[config.mk]
export PLATFORM = sky130hd
export DESIGN_NAME = tone_sequencer
export DESIGN_NICKNAME = d
export VERILOG_FILES = /design/src/rtl/tone_seq_pkg.sv /design/src/rtl/tone_sequencer_tick_prescaler.sv /design/src/rtl/tone_sequencer.sv
export SDC_FILE = /design/constraint.sdc
export NUM_CORES = 1
export LEC_CHECK = 0
export BUFFER_PORTS_ARGS = -buffer_cell sky130_fd_sc_hd__buf_2
export CAP_MARGIN = 20
export CORE_AREA = 2 2 304 306
export CTS_CLUSTER_SIZE = 12
export DETAILED_ROUTE_END_ITERATION = 10
export DIE_AREA = 0 0 306 308
export PLACE_DENSITY = 0.46
export SYNTH_ARGS = -nofsm -noshare
export SYNTH_HDL_FRONTEND = slang
export SYNTH_SLANG_ARGS = --single-unit
[constraint.sdc]
create_clock -name clock -period 3.75 [get_ports clock]
set_input_delay 0 -clock clock [delete_from_list [all_inputs] [get_ports clock]]
set_output_delay 0 -clock clock [all_outputs]
set_load 0.005 [all_outputs]
[src/rtl/tone_seq_pkg.sv]
// Shared types and default widths for the tone sequencer.
// Pure declarations: no logic, no latency.
// Step entries pair a divisor (0 = rest) with a duration in ticks (0 = skip).
package tone_seq_pkg;

   localparam int DEPTH_DEF = 16;
   localparam int DIV_W_DEF = 20;
   localparam int DUR_W_DEF = 12;

   typedef struct packed {
      logic [DIV_W_DEF-1:0] divisor;
      logic [DUR_W_DEF-1:0] duration;
   } step_t;

   typedef enum logic [1:0] {
      IDLE  = 2'd0,
      FETCH = 2'd1,
      PLAY  = 2'd2
   } state_t;

endpackage

[src/rtl/tone_sequencer_tick_prescaler.sv]
// Free-running modulo-TICK_CYCLES counter; tick marks the wrap cycle.
// Latency: tick is decoded combinationally from the counter register.
// No backpressure; clr forces the count back to zero on the next edge.
module tick_prescaler #(
   parameter int TICK_CYCLES = 50000,
   localparam int CNT_W = $clog2(TICK_CYCLES)
) (
   input  logic clock,
   input  logic reset,
   input  logic clr,
   output logic tick
);

   localparam logic [CNT_W-1:0] LAST = CNT_W'(TICK_CYCLES - 1);

   logic [CNT_W-1:0] cnt_q, cnt_d;

   assign tick = (cnt_q == LAST);

   // Next count: clear on request, wrap at LAST, otherwise increment.
   always_comb begin
      cnt_d = cnt_q + CNT_W'(1);
      if (clr || tick) begin
         cnt_d = '0;
      end
   end

   // Counter register.
   always_ff @(posedge clock or posedge reset) begin
      if (reset) begin
         cnt_q <= '0;
      end else begin
         cnt_q <= cnt_d;
      end
   end

endmodule

[src/rtl/tone_sequencer.sv]
// Plays a table of (divisor, duration) steps into a clockDivider.
// Latency: busy one edge after start; first tone one edge later; 1-cycle FETCH gap between steps.
// No backpressure; stop aborts from any state, start while busy is ignored.
module tone_sequencer
   import tone_seq_pkg::*;
#(
   parameter int CLK_HZ  = 50000000,
   parameter int TICK_HZ = 1000,
   parameter int DEPTH   = DEPTH_DEF,
   parameter int DIV_W   = DIV_W_DEF,
   parameter int DUR_W   = DUR_W_DEF,
   localparam int ADDR_W = $clog2(DEPTH)
) (
   input  logic              clock,
   input  logic              reset,
   input  logic              wr_en,
   input  logic [ADDR_W-1:0] wr_addr,
   input  logic [DIV_W-1:0]  wr_divisor,
   input  logic [DUR_W-1:0]  wr_duration,
   input  logic [ADDR_W:0]   length,
   input  logic              loop,
   input  logic              start,
   input  logic              stop,
   output logic [DIV_W-1:0]  divisor,
   output logic              div_reset,
   output logic [ADDR_W-1:0] step_idx,
   output logic              busy,
   output logic              done
);

   localparam int TICK_CYCLES = CLK_HZ / TICK_HZ;
   localparam logic [ADDR_W:0] DEPTH_L = (ADDR_W + 1)'(DEPTH);

   step_t             table_q [DEPTH];
   step_t             rd_q;
   state_t            state_q, state_d;
   logic [ADDR_W-1:0] idx_q, idx_d;
   logic [ADDR_W:0]   len_q, len_d;
   logic              loop_q, loop_d;
   logic [DUR_W-1:0]  dur_q, dur_d;
   logic [DIV_W-1:0]  divisor_q, divisor_d;
   logic              div_reset_q, div_reset_d;
   logic [ADDR_W-1:0] step_idx_q, step_idx_d;
   logic              done_q, done_d;
   logic              advance;
   logic              last_step;
   logic              tick;

   tick_prescaler #(.TICK_CYCLES(TICK_CYCLES)) u_prescaler (
      .clock (clock),
      .reset (reset),
      .clr   (state_q != PLAY),
      .tick  (tick)
   );

   assign last_step = ({1'b0, idx_q} == (len_q - (ADDR_W + 1)'(1)));

   // Step table: writes only while idle; read addressed by the next index so
   // the entry for idx_q is already registered when FETCH evaluates it.
   always_ff @(posedge clock) begin
      if (wr_en && (state_q == IDLE)) begin
         table_q[wr_addr] <= '{divisor: wr_divisor, duration: wr_duration};
      end
      rd_q <= table_q[idx_d];
   end

   // Next-state, step advance and output decisions; stop overrides everything.
   always_comb begin
      state_d     = state_q;
      idx_d       = idx_q;
      len_d       = len_q;
      loop_d      = loop_q;
      dur_d       = dur_q;
      divisor_d   = divisor_q;
      div_reset_d = div_reset_q;
      step_idx_d  = step_idx_q;
      done_d      = 1'b0;
      advance     = 1'b0;

      unique case (state_q)
         IDLE: begin
            if (start) begin
               if (length == '0) begin
                  done_d = 1'b1;
               end else begin
                  state_d = FETCH;
                  idx_d   = '0;
                  len_d   = (length > DEPTH_L) ? DEPTH_L : length;
                  loop_d  = loop;
               end
            end
         end
         FETCH: begin
            dur_d = '0;
            if (rd_q.duration == '0) begin
               advance = 1'b1;
            end else begin
               state_d     = PLAY;
               divisor_d   = rd_q.divisor;
               div_reset_d = (rd_q.divisor == '0);
               step_idx_d  = idx_q;
            end
         end
         PLAY: begin
            if (tick) begin
               if (dur_q == (rd_q.duration - DUR_W'(1))) begin
                  advance = 1'b1;
               end else begin
                  dur_d = dur_q + DUR_W'(1);
               end
            end
         end
         default: begin
            state_d = IDLE;
         end
      endcase

      if (advance) begin
         if (!last_step) begin
            idx_d   = idx_q + ADDR_W'(1);
            state_d = FETCH;
         end else if (loop_q) begin
            idx_d   = '0;
            state_d = FETCH;
         end else begin
            state_d     = IDLE;
            done_d      = 1'b1;
            divisor_d   = '0;
            div_reset_d = 1'b1;
         end
      end

      if (stop) begin
         state_d     = IDLE;
         done_d      = 1'b0;
         divisor_d   = '0;
         div_reset_d = 1'b1;
      end
   end

   // State, counters and registered outputs.
   always_ff @(posedge clock or posedge reset) begin
      if (reset) begin
         state_q     <= IDLE;
         idx_q       <= '0;
         len_q       <= '0;
         loop_q      <= 1'b0;
         dur_q       <= '0;
         divisor_q   <= '0;
         div_reset_q <= 1'b1;
         step_idx_q  <= '0;
         done_q      <= 1'b0;
      end else begin
         state_q     <= state_d;
         idx_q       <= idx_d;
         len_q       <= len_d;
         loop_q      <= loop_d;
         dur_q       <= dur_d;
         divisor_q   <= divisor_d;
         div_reset_q <= div_reset_d;
         step_idx_q  <= step_idx_d;
         done_q      <= done_d;
      end
   end

   assign divisor   = divisor_q;
   assign div_reset = div_reset_q;
   assign step_idx  = step_idx_q;
   assign busy      = (state_q != IDLE);
   assign done      = done_q;

endmodule

Word level (Yosys, flattened, before mapping):

Memories as Yosys holds them, arrays and structs flattened. A register that Yosys moved wholly into a read port is not among the register bits.
Index checks and enable logic that the tools add are counted.

* add/sub/neg operators: 5
* $mul: 0
* divide/modulo/power cells: 0
* $lt $le $gt $ge: 1
* eq/ne operators: 12
* shift operators: 0
* muxes and demuxes: 44
* bitwise operators: 2
* reductions and logical operators: 12

Operator list (number)
* two-way mux 20 bit: 6
* two-way mux 12 bit: 2
* two-way mux 4 bit: 6
* case mux 12 bit (2 select lines): 1
* zero test 20 bit: 1
* two-way mux 1 bit: 20
* adder 16 x 1 -> 16 bit (second input constant): 1
* equality test 16 bit (second input constant): 1
* two-way mux 16 bit: 1
* adder 12 x 1 -> 12 bit (second input constant): 1
* equality test 12 bit: 1
* zero test 12 bit: 1
* != test 4 bit (second input constant): 3
* subtractor 12 x 1 -> 12 bit (second input constant): 1
* two-way mux 2 bit: 5
* case mux 2 bit (3 select lines): 1
* AND reduction 3 bit: 2
* equality test 4 x 5 -> 1 bit: 1
* greater-than comparator 5 bit (second input constant): 1
* zero test 5 bit: 1
* two-way mux 5 bit: 1
* subtractor 5 x 1 -> 5 bit (second input constant): 1
* adder 4 x 1 -> 4 bit (second input constant): 1
* != test 2 bit (second input constant): 2
* 12 further kinds: 14

* flip-flop bits (word level): 66
* bits in latches: 0
* RAM bits: 512
* ROM bits: 0
* input bits: 47
* memories: 1

Memory list
* table_q: depth 16, width 32, read ports 1, clocked after Yosys merged registers in 1, write ports 1, RTL line tone_sequencer.sv:34 `step_t table_q [DEPTH];`

Logic depth before layout (Yosys ltp):

Gate-level depths: netlist of run 1.

* depth after elaboration: 8
* depth in mapped cells: 15
* depth with buffers taken out: 13

Modules after synthesis:

From an unflattened synthesis of run 1, not the netlist that was laid out.

* cells, all modules: 1668
* area, all modules: 24265.8 sq um

By module, submodules not included
* tone_sequencer: times used 1, cells an instance 1585, area each 23403.7 sq um, sequential area each 17267.8 sq um
* tick_prescaler: times used 1, cells an instance 83, area each 862.1 sq um, sequential area each 400.4 sq um

Worst setup path before layout of run 1:

OpenSTA, ideal clock, no wires.

* path type: flip-flop to flip-flop
* start: register state_q[0]
* end: memory table_q[0][0] in the netlist's numbering, enable pin
* library setup time: 0.461 ns
* arrival time: 3.460 ns
* data required time: 3.289 ns
* setup slack: -0.172 ns
* stages on the path, launching flop included: 7
* path buffers: 1
* period minus slack after synthesis: 3.922 ns
* cell sequence: dfrtp_1 -> inv_1 -> ha_1 -> clkbuf_1 -> nand2_1 -> or3_1 -> nor3_1

* cells in the longest elaborated chain, start to end: 4

RTL lines
* start: declaration: RTL line tone_sequencer.sv:36 `state_t state_q, state_d;`
* start signal: assignment: RTL line tone_sequencer.sv:154 `state_q <= state_d;`
* zero test 2 bit: RTL line tone_sequencer.sv:61 `if (wr_en && (state_q == IDLE)) begin`
* logical AND 1 bit: RTL line tone_sequencer.sv:61
* two-way mux 1 bit: RTL line tone_sequencer.sv:61
* two-way mux 1 bit (not written as such): RTL line tone_sequencer.sv:62 `table_q[wr_addr] <= '{divisor: wr_divisor, duration: wr_duration};`
* end: declaration: RTL line tone_sequencer.sv:34

Every way passes these cells.

Final worst setup path of run 1:

* start: register rd_q[7] (netlist name)
* end: register rd_q[10] (netlist name)

* cells in the longest elaborated chain, start to end: 6
* elaborated cells between the ends (all ways): 8
* classes of those cells: 1 x add/sub; 1 x eq/ne; 5 x mux; 1 x reduce/logical

RTL lines
* subtractor 12 x 1 -> 12 bit: RTL line tone_sequencer.sv:106 `if (dur_q == (rd_q.duration - DUR_W'(1))) begin`
* equality test 12 bit: RTL line tone_sequencer.sv:106
* two-way mux 1 bit: RTL line tone_sequencer.sv:106
* two-way mux 1 bit: RTL line tone_sequencer.sv:105 `if (tick) begin`
* case mux 1 bit (2 select lines) (*): RTL line tone_sequencer.sv:80 `unique case (state_q)`
* two-way mux 4 bit (*): RTL line tone_sequencer.sv:118 `if (advance) begin`

Every way passes the cells marked *; elsewhere a longest branch is shown, timed or not.
A chain may end at the register's enable or synchronous reset.

==> results.json, run 1 <==
{
  "status": "completed",
  "grt_max_degree": 65,
  "nets": 2206,
  "cts_buffers": 67,
  "clkTransAtPathRegs_ns": 0.06,
  "synth.area.top_cells": "edfxtp_1 63%, nand2_1 7.6%, dfrtp_1 6.7%",
  "grt_first_pass_wirelength_um": 105000,
  "critPathTopFamily": "simple AND/OR/NAND/NOR gates",
  "fin_setup_tns_ns": 0,
  "drc": 0,
  "required_ns": 4.22,
  "ir_drop_mv": 0.253,
  "drv_cap": 0,
  "synth_top_area_share": 0.631,
  "finalSetupViolCount": 0,
  "ys_async_sr_fraction": 0.108,
  "firstDrtPassIters": 5,
  "multi_input_area_um2": 6480,
  "slew_viol_final": 0,
  "drive_gt1_frac": 0.180,
  "crit_fanout": 8,
  "slowest_stage": "or4_4",
  "min_period_ns": 3.68,
  "synth_top_cell_by_area": "edfxtp_1",
  "cts_tree": "done",
  "clockBufferDepth": 3,
  "hold_viol": 0,
  "grt_pass1_vias": 15800,
  "num_rows": 111,
  "ant_nets": 0,
  "syn_area_um2": 24400,
  "syn_nets": 1962,
  "clock-sinks": 610,
  "synth_seq_area_share": 0.725,
  "area_growth_pct": 25.5,
  "coreArea_um2": 91000,
  "track_usage": 0.148,
  "fp.dieH_um": 308,
  "cp_slowest_stage_delay_ns": 0.55,
  "drtIter0Drc": 1368,
  "port_buffers": 73,
  "max_freq_mhz": 272,
  "pwr_density_cell_nw_per_um2": 483,
  "final_util": 0.336,
  "htree_levels": 3,
  "dp_hpwl_um": 41000,
  "path_buf_inv": 4,
  "syn_area_per_cell_um2": 12.8,
  "via_count": 16300,
  "vias_per_cell": 4.81,
  "gp_congestion": 0.773,
  "finalCritPeriodShare": 0.981,
  "antenna_found_initial": 7,
  "die-width_um": 306,
  "wl_um": 74400,
  "worst_hold_path_type": "input port to flip-flop",
  "initial_core_util": 0.268,
  "path_cells": "or4_4 > o31a_1 > or4_4 > o311ai_4 > a41oi_2 > o22a_4 > buf_12 > buf_16 > buf_12 > nand2_1 > a21oi_1 > nor4_1 > buf_4 > o311ai_4",
  "fillCellCount": 8903,
  "overflow": 0,
  "synthCells": 1907,
  "ios": 74,
  "root_buffer": "clkbuf_16",
  "tightest_slew_ns": 0.945,
  "ys_types": 68,
  "wl_per_cell_um": 21.9,
  "p_leak_nw": 10.9,
  "relSlewSlack": 0.370,
  "finClkSkew_ns": 0.0275,
  "worstSetupPathType": "flip-flop to flip-flop",
  "ys_warn_count": 0,
  "synth-edff-count": 512,
  "clk_latency_ns": 0.61,
  "dieArea_um2": 94200,
  "crit_path_end_kind": "flip-flop",
  "ys_ff_latch": 610,
  "worstPathArrival_ns": 4.15,
  "rsz0062_at_grt": "yes",
  "setup.worst_path.start_class": "flip-flop",
  "synth_top_flop_cell": "edfxtp_1",
  "seq_area_um2": 17700
}
==> worst register-to-register path, cell delays in order, from the launching register on <==
cell	delay (ns)
dfxtp_1	0.36
or4_4	0.55
o31a_1	0.28
or4_4	0.53
o311ai_4	0.12
a41oi_2	0.24
o22a_4	0.31
buf_12	0.16
buf_16	0.15
buf_12	0.15
nand2_1	0.07
a21oi_1	0.06
nor4_1	0.30
buf_4	0.18
o311ai_4	0.09
==> metal layers <==
layer / vias up / GRT usage / share of wire
met5: - / 0 / 0.00070
met4: 10 / 0.0409 / 0.018
met3: 88 / 0.0250 / 0.054
met2: 445 / 0.232 / 0.46
met1: 8297 / 0.211 / 0.46
li1: 7474 / - / -
==> state kept, by name (all words and copies together) (netlist names), 2 cells and up <==
| name | cells |
|---|---|
| table_q | 512 |
| rd_q | 32 |
| divisor | 20 |
| u_prescaler.cnt_q | 16 |
| dur_q | 12 |
| len_q | 5 |
| idx_q | 4 |
| step_idx | 4 |
| state_q | 2 |
==> cell usage after synthesis (all sizes together), types with 9 or more instances <==
master and number:
edfxtp 512, nand2 490, a21oi 288, buf 71
dfrtp 65, nor2 53, nor4 42, o311ai 34
a211o 33, clkbuf 33, a21boi 32, dfxtp 32
inv 24, o21ai 23, nor3 20, xor2 18
nand3 17, xnor2 16, or3 9
==> through the flow <==
step / total power, W / hold WS (ns) / cells / cell area (um^2) / setup slack, ns
finish: 0.0148 / 0.0471 / 3389 / 30600 / 0.0704
CTS: 0.0149 / 0.0302 / 3347 / 29700 / 0.00158
floorplan: 0.00818 / 0.0631 / 1907 / 24400 / 0.0188
global placement: 0.00860 / 0.198 / 3182 / 27100 / -0.00781
global route: 0.0153 / 0.0599 / 3388 / 30600 / -0.0564
detailed placement: 0.00863 / 0.206 / 3182 / 27100 / -0.140
==> cell families (layout without fill, tap and decap cells) <==
logic type                 count (synthesis)  in the layout  share of synthesized area
other                                      0              3                          0
muxes                                      3              3                    0.00128
and+or+nand+nor                          684            684                      0.120
AOI/OAI and AO/OA                        438            438                      0.110
DFF                                      610            610                      0.725
buffers and inverters                    128            421                     0.0249
xor gates and xnor gates                  36             36                     0.0141
adders and majority gates                  8              8                    0.00411
==> layout make-up <==
class                   count  area share
diodes                      3    0.000246
clock buffers              92      0.0593
clock inverters            26     0.00773
inverters                  24     0.00336
multi-input cells        1169       0.212
flip-flops and latches    610       0.578
well taps                1186      0.0485
repair buffers            276      0.0901
repair inverters            3    0.000859
==> final timing paths <==
kind / slack (ns) / cells past startpoint / to / startpoint
max in group asynchronous: 2.40 / 6 / dur_q[10]$_DFFE_PP0P_ / reset
worst max register to register: 0.07 / 14 / rd_q[10]$_DFF_P_ / rd_q[7]$_DFF_P_
worst max-delay path: 0.07 / 14 / rd_q[10]$_DFF_P_ / rd_q[7]$_DFF_P_
worst min register to register: 0.45 / 2 / divisor[16]$_DFF_PP0_ / rd_q[28]$_DFF_P_
worst min-delay path: 0.05 / 3 / table_q[8][18]$_DFFE_PP_ / wr_addr[1]
min in group asynchronous: 0.46 / 4 / divisor[17]$_DFF_PP0_ / reset
==> where the power goes <==
group,switching (W),total (W),internal (W)
registers,0.000106,0.00766,0.00755
logic,0.000587,0.000887,0.000299
clock network,0.00264,0.00624,0.00360
==> what timing repair did <==
| item | 4_1_cts | 5_1_grt |
|---|---|---|
| gates resized for setup | 6 | 62 |
| setup endpoints to repair | 30 | 32 |
| hold endpoints to repair | 580 | 10 |
| hold buffers | 44 | 1 |
| gates cloned | 0 | 19 |
| pin swaps | 3 | 31 |
| setup buffers | 3 | 20 |
==> layout by cell type (no fill, tap or decap), types with 7 or more instances in the layout <==
| cell type | Yosys | final |
|---|---|---|
| a211o_1 | 33 | 33 |
| a21boi_1 | 28 | 28 |
| a21oi_1 | 288 | 283 |
| buf_12 | 0 | 28 |
| buf_2 | 59 | 73 |
| buf_4 | 4 | 100 |
| buf_6 | 5 | 10 |
| clkbuf_1 | 33 | 22 |
| clkbuf_16 | 0 | 82 |
| clkinv_1 | 0 | 13 |
| dfrtp_1 | 65 | 65 |
| dfxtp_1 | 32 | 30 |
| dlygate4sd3_1 | 0 | 45 |
| edfxtp_1 | 512 | 512 |
| ha_1 | 8 | 7 |
| inv_1 | 22 | 19 |
| nand2_1 | 490 | 487 |
| nand2b_1 | 8 | 8 |
| nand3_1 | 17 | 16 |
| nand4_1 | 8 | 8 |
| nor2_1 | 53 | 41 |
| nor2_4 | 0 | 12 |
| nor3_1 | 19 | 13 |
| nor4_1 | 42 | 27 |
| nor4_2 | 0 | 15 |
| o21ai_0 | 21 | 21 |
| o311ai_1 | 32 | 32 |
| or3_1 | 9 | 9 |
| xnor2_1 | 16 | 15 |
| xor2_1 | 18 | 18 |
(Power assumes the default switching activity.)
==> run 2, diff against run 1 <==
Settings changed: PLACE_DENSITY 0.46 to unset, PLACE_DENSITY_LB_ADDON set to 0.3.
==> run 2 against run 1 <==
Compared with the run above:
- sequential cell count stayed put
- first-iteration DRC count is 14% higher
- power hardly changed
- critical path depth is 1 higher
- register-to-register slack worse by 0.03 ns
- fmax is 0.79% lower
- global-route usage is 0.52 points lower
- cell count hardly changed
- utilization is 0.10 points higher
- non-clock buffer count is 1 lower
==> results.json, run 2 (synthesized netlist as in run 1, its figures left out) <==
{
  "initial_core_util": 0.268,
  "grt_pass1_vias": 15900,
  "layout_common_cells": "512 x edfxtp_1, 486 x nand2_1, 278 x a21oi_1",
  "finClkSkew_ns": 0.0231,
  "layout_commonest_cell": "edfxtp_1",
  "largest_reg_flops": 512,
  "num_rows": 111,
  "vias_per_cell": 4.86,
  "tightest_slew_ns": 1.00,
  "via_count": 16500,
  "rsz0062_at_grt": "yes",
  "cts_tree": "done",
  "worstSetupPathType": "flip-flop to flip-flop",
  "fin_setup_tns_ns": 0,
  "port_buffers": 73,
  "max_freq_mhz": 270,
  "finalCritPeriodShare": 0.989,
  "crit_path_end_kind": "flip-flop",
  "finalSetupViolCount": 0,
  "slew_viol_final": 0,
  "min_path_cells": 3,
  "track_usage": 0.143,
  "area_growth_pct": 25.9,
  "coreArea_um2": 91000,
  "cts_buffers": 68,
  "root_buffer": "clkbuf_16",
  "wl_met3_um": 4830,
  "wl_um": 72100,
  "firstDrtPassIters": 5,
  "nets": 2205,
  "dr_wl_met2_um": 33400,
  "rrSetupSlack_ns": 0.04,
  "clock-sinks": 610,
  "die-width_um": 306,
  "worstPathArrival_ns": 4.22,
  "required_ns": 4.26,
  "ir_drop_mv": 0.259,
  "relSlewSlack": 0.331,
  "drv_cap": 0,
  "drtIter0Drc": 1563,
  "grt_first_pass_wirelength_um": 102000,
  "wl_per_cell_um": 21.3,
  "reg2reg_to": "rd_q[9]$_DFF_P_",
  "reg2regPathDepth": 15,
  "dieArea_um2": 94200,
  "status": "completed",
  "clkTransAtPathRegs_ns": 0.06,
  "setup.worst_path.start_class": "flip-flop",
  "p_leak_nw": 10.9,
  "dp_hpwl_um": 39200,
  "clockBufferDepth": 3,
  "ios": 74,
  "ant_nets": 0,
  "dp.cells": 3183,
  "hold_start": "wr_addr[0]",
  "layoutNonFillerInstCount": 3392,
  "pwr_density_cell_nw_per_um2": 482,
  "antenna_found_initial": 2,
  "fp.dieH_um": 308,
  "crit_fanout": 6,
  "regMostFlops": "table_q",
  "hold_end": "table_q[8][29]$_DFFE_PP_",
  "hold_viol": 0,
  "wl_met1_um": 32300,
  "highest_layer": "met4",
  "worstReg2RegStart": "rd_q[0]$_DFF_P_",
  "drc": 0,
  "htree_levels": 3,
  "clk_latency_ns": 0.61,
  "fillCellCount": 8806,
  "worst_hold_path_type": "input port to flip-flop",
  "drive_gt1_frac": 0.192,
  "overflow": 0,
  "worstSetupStartpoint": "rd_q[0]$_DFF_P_",
  "min_period_ns": 3.71,
  "grt_max_degree": 62,
  "gp_congestion": 0.805
}
run 2: cell count changes in the layout (fill, tap and decap cells not counted), moves of 4 or more:
cell / previous run / this run
buf_4: 100 / 92
buf_12: 28 / 22
clkinv_1: 13 / 9
a21boi_2: 3 / 9
a21oi_2: 4 / 9
clkbuf_8: 2 / 6
a21oi_1: 283 / 278
buf_6: 10 / 21
o311ai_2: 0 / 4
a21boi_1: 28 / 21
clkinv_2: 3 / 8
run 2: layer usage:
metal / up-vias / track usage
met3: 93 / 0.0244
met4: 0 / 0.0444
met1: 8352 / 0.196
met2: 545 / 0.230
met5: - / 0
li1: 7487 / -
run 2: what timing repair did:
item,in CTS,in global routing
gates cloned,0,17
setup endpoints to repair,32,32
resized for setup,1,105
pin swaps,1,31
endpoints found under the hold margin,564,0
setup buffers,2,17
hold buffers,47,0
run 2: worst max-delay path: stages (launching register included):
cell	delay, ns
dfxtp_2	0.34
inv_2	0.07
ha_4	0.13
or4b_4	0.51
nor3_4	0.21
o2111ai_2	0.15
a2111oi_4	0.48
a41oi_2	0.24
buf_6	0.18
buf_6	0.12
a221oi_4	0.18
o22a_2	0.23
o21ai_4	0.17
buf_12	0.21
a211o_1	0.31
o311ai_1	0.08
run 2: layout make-up:
cell class / instances / area [um^2] / area share
Sequential cell: 610 / 17700 / 0.576
Multi-Input combinational cell: 1170 / 6600 / 0.215
Tap cell: 1186 / 1480 / 0.0484
Timing Repair inverter: 1 / 8.76 / 0.000286
Inverter: 24 / 105 / 0.00343
Antenna cell: 1 / 2.50 / 0.0000816
Clock inverter: 26 / 221 / 0.00722
Clock buffer: 99 / 1880 / 0.0612
Timing Repair Buffer: 275 / 2700 / 0.0879
run 2: report_power, final:
part	switching [W]	leakage, nW	internal (W)
registers	0.000101	5.79	0.00755
clock network	0.00267	1.02	0.00358
logic	0.000574	4.06	0.000289
run 2: worst max-delay path by stage:
stage,slack [ns],depth (start not counted),to
after floorplan,0.02,7,table_q[8][0]$_DFFE_PP_
after global placement,-0.06,14,rd_q[3]$_DFF_P_
after detailed placement,-0.18,15,rd_q[3]$_DFF_P_
after CTS,0.002,15,rd_q[29]$_DFF_P_
after global routing,-0.09,16,rd_q[16]$_DFF_P_
final,0.04,15,rd_q[9]$_DFF_P_
run 2: through the flow:
stage	instance area, um^2	utilization	power (W)	hold WS (ns)	worst slack, ns
floorplan	24400	-	0.00818	0.0631	0.0188
global placement	27100	0.298	0.00855	0.212	-0.0560
detailed placement	27100	0.298	0.00858	0.227	-0.181
CTS	29700	0.326	0.0149	0.0162	0.00224
global route	30700	0.337	0.0153	0.0413	-0.0897
finish	30700	0.337	0.0148	0.0590	0.0410
==> run 3, diff against run 2 <==
Settings changed: GPL_TIMING_DRIVEN set to 0, RECOVER_POWER set to 50, SETUP_SLACK_MARGIN set to 0.1.
==> run 3 against run 2 <==
Compared with the run above:
- the flow now finishes with violations (max-capacitance violations, max-slew violations, negative setup slack)
- cell count is essentially flat
- routed wire length grew 0.57%
- setup slack lost 0.16 ns
- utilization grew 0.97 points
- critical endpoint unchanged
- largest power group unchanged
==> results.json, run 3 (synthesized netlist as in run 1, its figures left out) <==
{
  "dp_hpwl_um": 47800,
  "crit_fanout": 7,
  "root_buffer": "clkbuf_16",
  "port_buffers": 73,
  "overflow": 0,
  "nets": 2208,
  "pwr_density_cell_nw_per_um2": 466,
  "slowest_stage": "or4b_4",
  "crit_path_frequent_cell": "clkbuf_16",
  "die-width_um": 306,
  "drv_cap": 1,
  "tightest_slew_ns": 2.29,
  "postPlaceCellArea_um2": 26800,
  "hold_viol": 0,
  "pre_cts_slack_ns": -1.48,
  "clock-sinks": 610,
  "min_period_ns": 3.87,
  "fin_setup_tns_ns": -0.987,
  "slew_viol_final": 42,
  "fp.dieH_um": 308,
  "rsz0062_at_grt": "yes",
  "required_ns": 4.19,
  "drive_gt1_frac": 0.216,
  "cts_buffers": 67,
  "drtIter0Drc": 1394,
  "initial_core_util": 0.268,
  "ir_drop_mv": 0.248,
  "ant_nets": 0,
  "max_freq_mhz": 259,
  "worstSetupPathType": "flip-flop to flip-flop",
  "grt_pass1_vias": 16100,
  "worst_hold_path_type": "input port to flip-flop",
  "firstDrtPassIters": 5,
  "clk_latency_ns": 0.60,
  "path_cells": "inv_4 > ha_4 > or4b_4 > o31a_1 > a2111oi_4 > a41o_4 > o22a_4 > inv_8 > clkbuf_16 > clkbuf_16 > nand2_2 > a21oi_2 > nor4_4 > o311ai_4",
  "grt_first_pass_wirelength_um": 104000,
  "wl_um": 72500,
  "via_count": 16300,
  "drc": 0,
  "antenna_found_initial": 1,
  "cp_slowest_stage_delay_ns": 0.52,
  "regMostFlops": "table_q",
  "htree_levels": 3,
  "setup.worst_path.start_class": "flip-flop",
  "coreArea_um2": 91000,
  "ios": 74,
  "num_rows": 111,
  "fin_area_um2": 31500,
  "track_usage": 0.148,
  "vias_per_cell": 4.79,
  "finalSetupViolCount": 19,
  "dieArea_um2": 94200,
  "status": "finished with violations",
  "critPathTopFamily": "compound AO/OA/AOI/OAI gates",
  "cts_tree": "done",
  "setup_slack_ns": -0.116,
  "layout_common_cells": "512 x edfxtp_1, 450 x nand2_1, 236 x a21oi_1",
  "clkTransAtPathRegs_ns": 0.06,
  "gp_congestion": 0.797,
  "crit_path_end_kind": "flip-flop",
  "layout_commonest_cell": "edfxtp_1",
  "violations": "max-capacitance violations, max-slew violations, negative setup slack",
  "p_leak_nw": 11.0,
  "area_growth_pct": 29.5,
  "finalCritPeriodShare": 1.03,
  "worstPathArrival_ns": 4.31,
  "wl_per_cell_um": 21.4,
  "finClkSkew_ns": 0.0135,
  "grt_max_degree": 42,
  "clockBufferDepth": 3,
  "path_buf_inv": 4,
  "largest_reg_flops": 512,
  "relSlewSlack": -0.527
}
## run 3: where the power goes
group | leakage [nW] | total [W] | switching (W) | internal (W)
combinational | 4.27 | 0.000868 | 0.000578 | 0.000291
sequential | 5.79 | 0.00766 | 0.000109 | 0.00755
clock | 0.992 | 0.00619 | 0.00266 | 0.00353
## run 3: through the flow
step / hold WS [ns] / std cells / util / power [W]
2_1_floorplan: 0.0631 / 1907 / - / 0.00818
3_5_place_dp: 0.0942 / 3187 / 0.295 / 0.00859
5_1_grt: 0.179 / 3391 / 0.347 / 0.0152
6_report: 0.173 / 3391 / 0.347 / 0.0147
4_1_cts: 0.0175 / 3376 / 0.334 / 0.0148
3_3_place_gp: 0.197 / 3166 / 0.288 / 0.00851
## run 3: final cells by class
class                      instances  area (um^2)
antenna                            1         2.50
buffer                           103         1030
clock buffer                      93         1850
clock inverter                    27          191
fill                            8764        59400
inverter                          24          103
multi-input combinational       1169         7490
sequential                       610        17700
tap                             1186         1480
timing repair buffer             178         1730
## run 3: what timing repair did
| item | in CTS | in global routing |
|---|---|---|
| cloned | 0 | 8 |
| setup buffers | 20 | 6 |
| resized for setup | 194 | 219 |
| pin swaps | 40 | 80 |
| hold buffers | 50 | 0 |
| endpoints found under the hold margin | 600 | 0 |
| endpoints found under the setup margin | 32 | 32 |
## run 3: final timing paths
kind,startpoint,end,slack [ns],cells past startpoint
setup / recovery,rd_q[0]$_DFF_P_,rd_q[9]$_DFF_P_,-0.12,14
hold / removal,stop,state_q[0]$_DFFE_PP0P_,0.17,3
setup reg to reg,rd_q[0]$_DFF_P_,rd_q[9]$_DFF_P_,-0.12,14
hold reg to reg,u_prescaler.cnt_q[0]$_DFF_PP0_,u_prescaler.cnt_q[0]$_DFF_PP0_,0.46,1
max in group asynchronous,reset,dur_q[5]$_DFFE_PP0P_,0.86,4
min in group asynchronous,reset,divisor[13]$_DFF_PP0_,0.19,3
## run 3: tightest hold or removal path, cell delays in order
cell and delay, ns:
dlygate4sd3_1 0.52, buf_2 0.15, nor2_1 0.05
## run 3: per-layer routing
layer,part of all wire,global-route usage,vias up
met4,0.017,0.0376,0
li1,-,-,7481
met2,0.49,0.253,469
met5,0,0,-
met3,0.057,0.0215,86
met1,0.43,0.197,8219
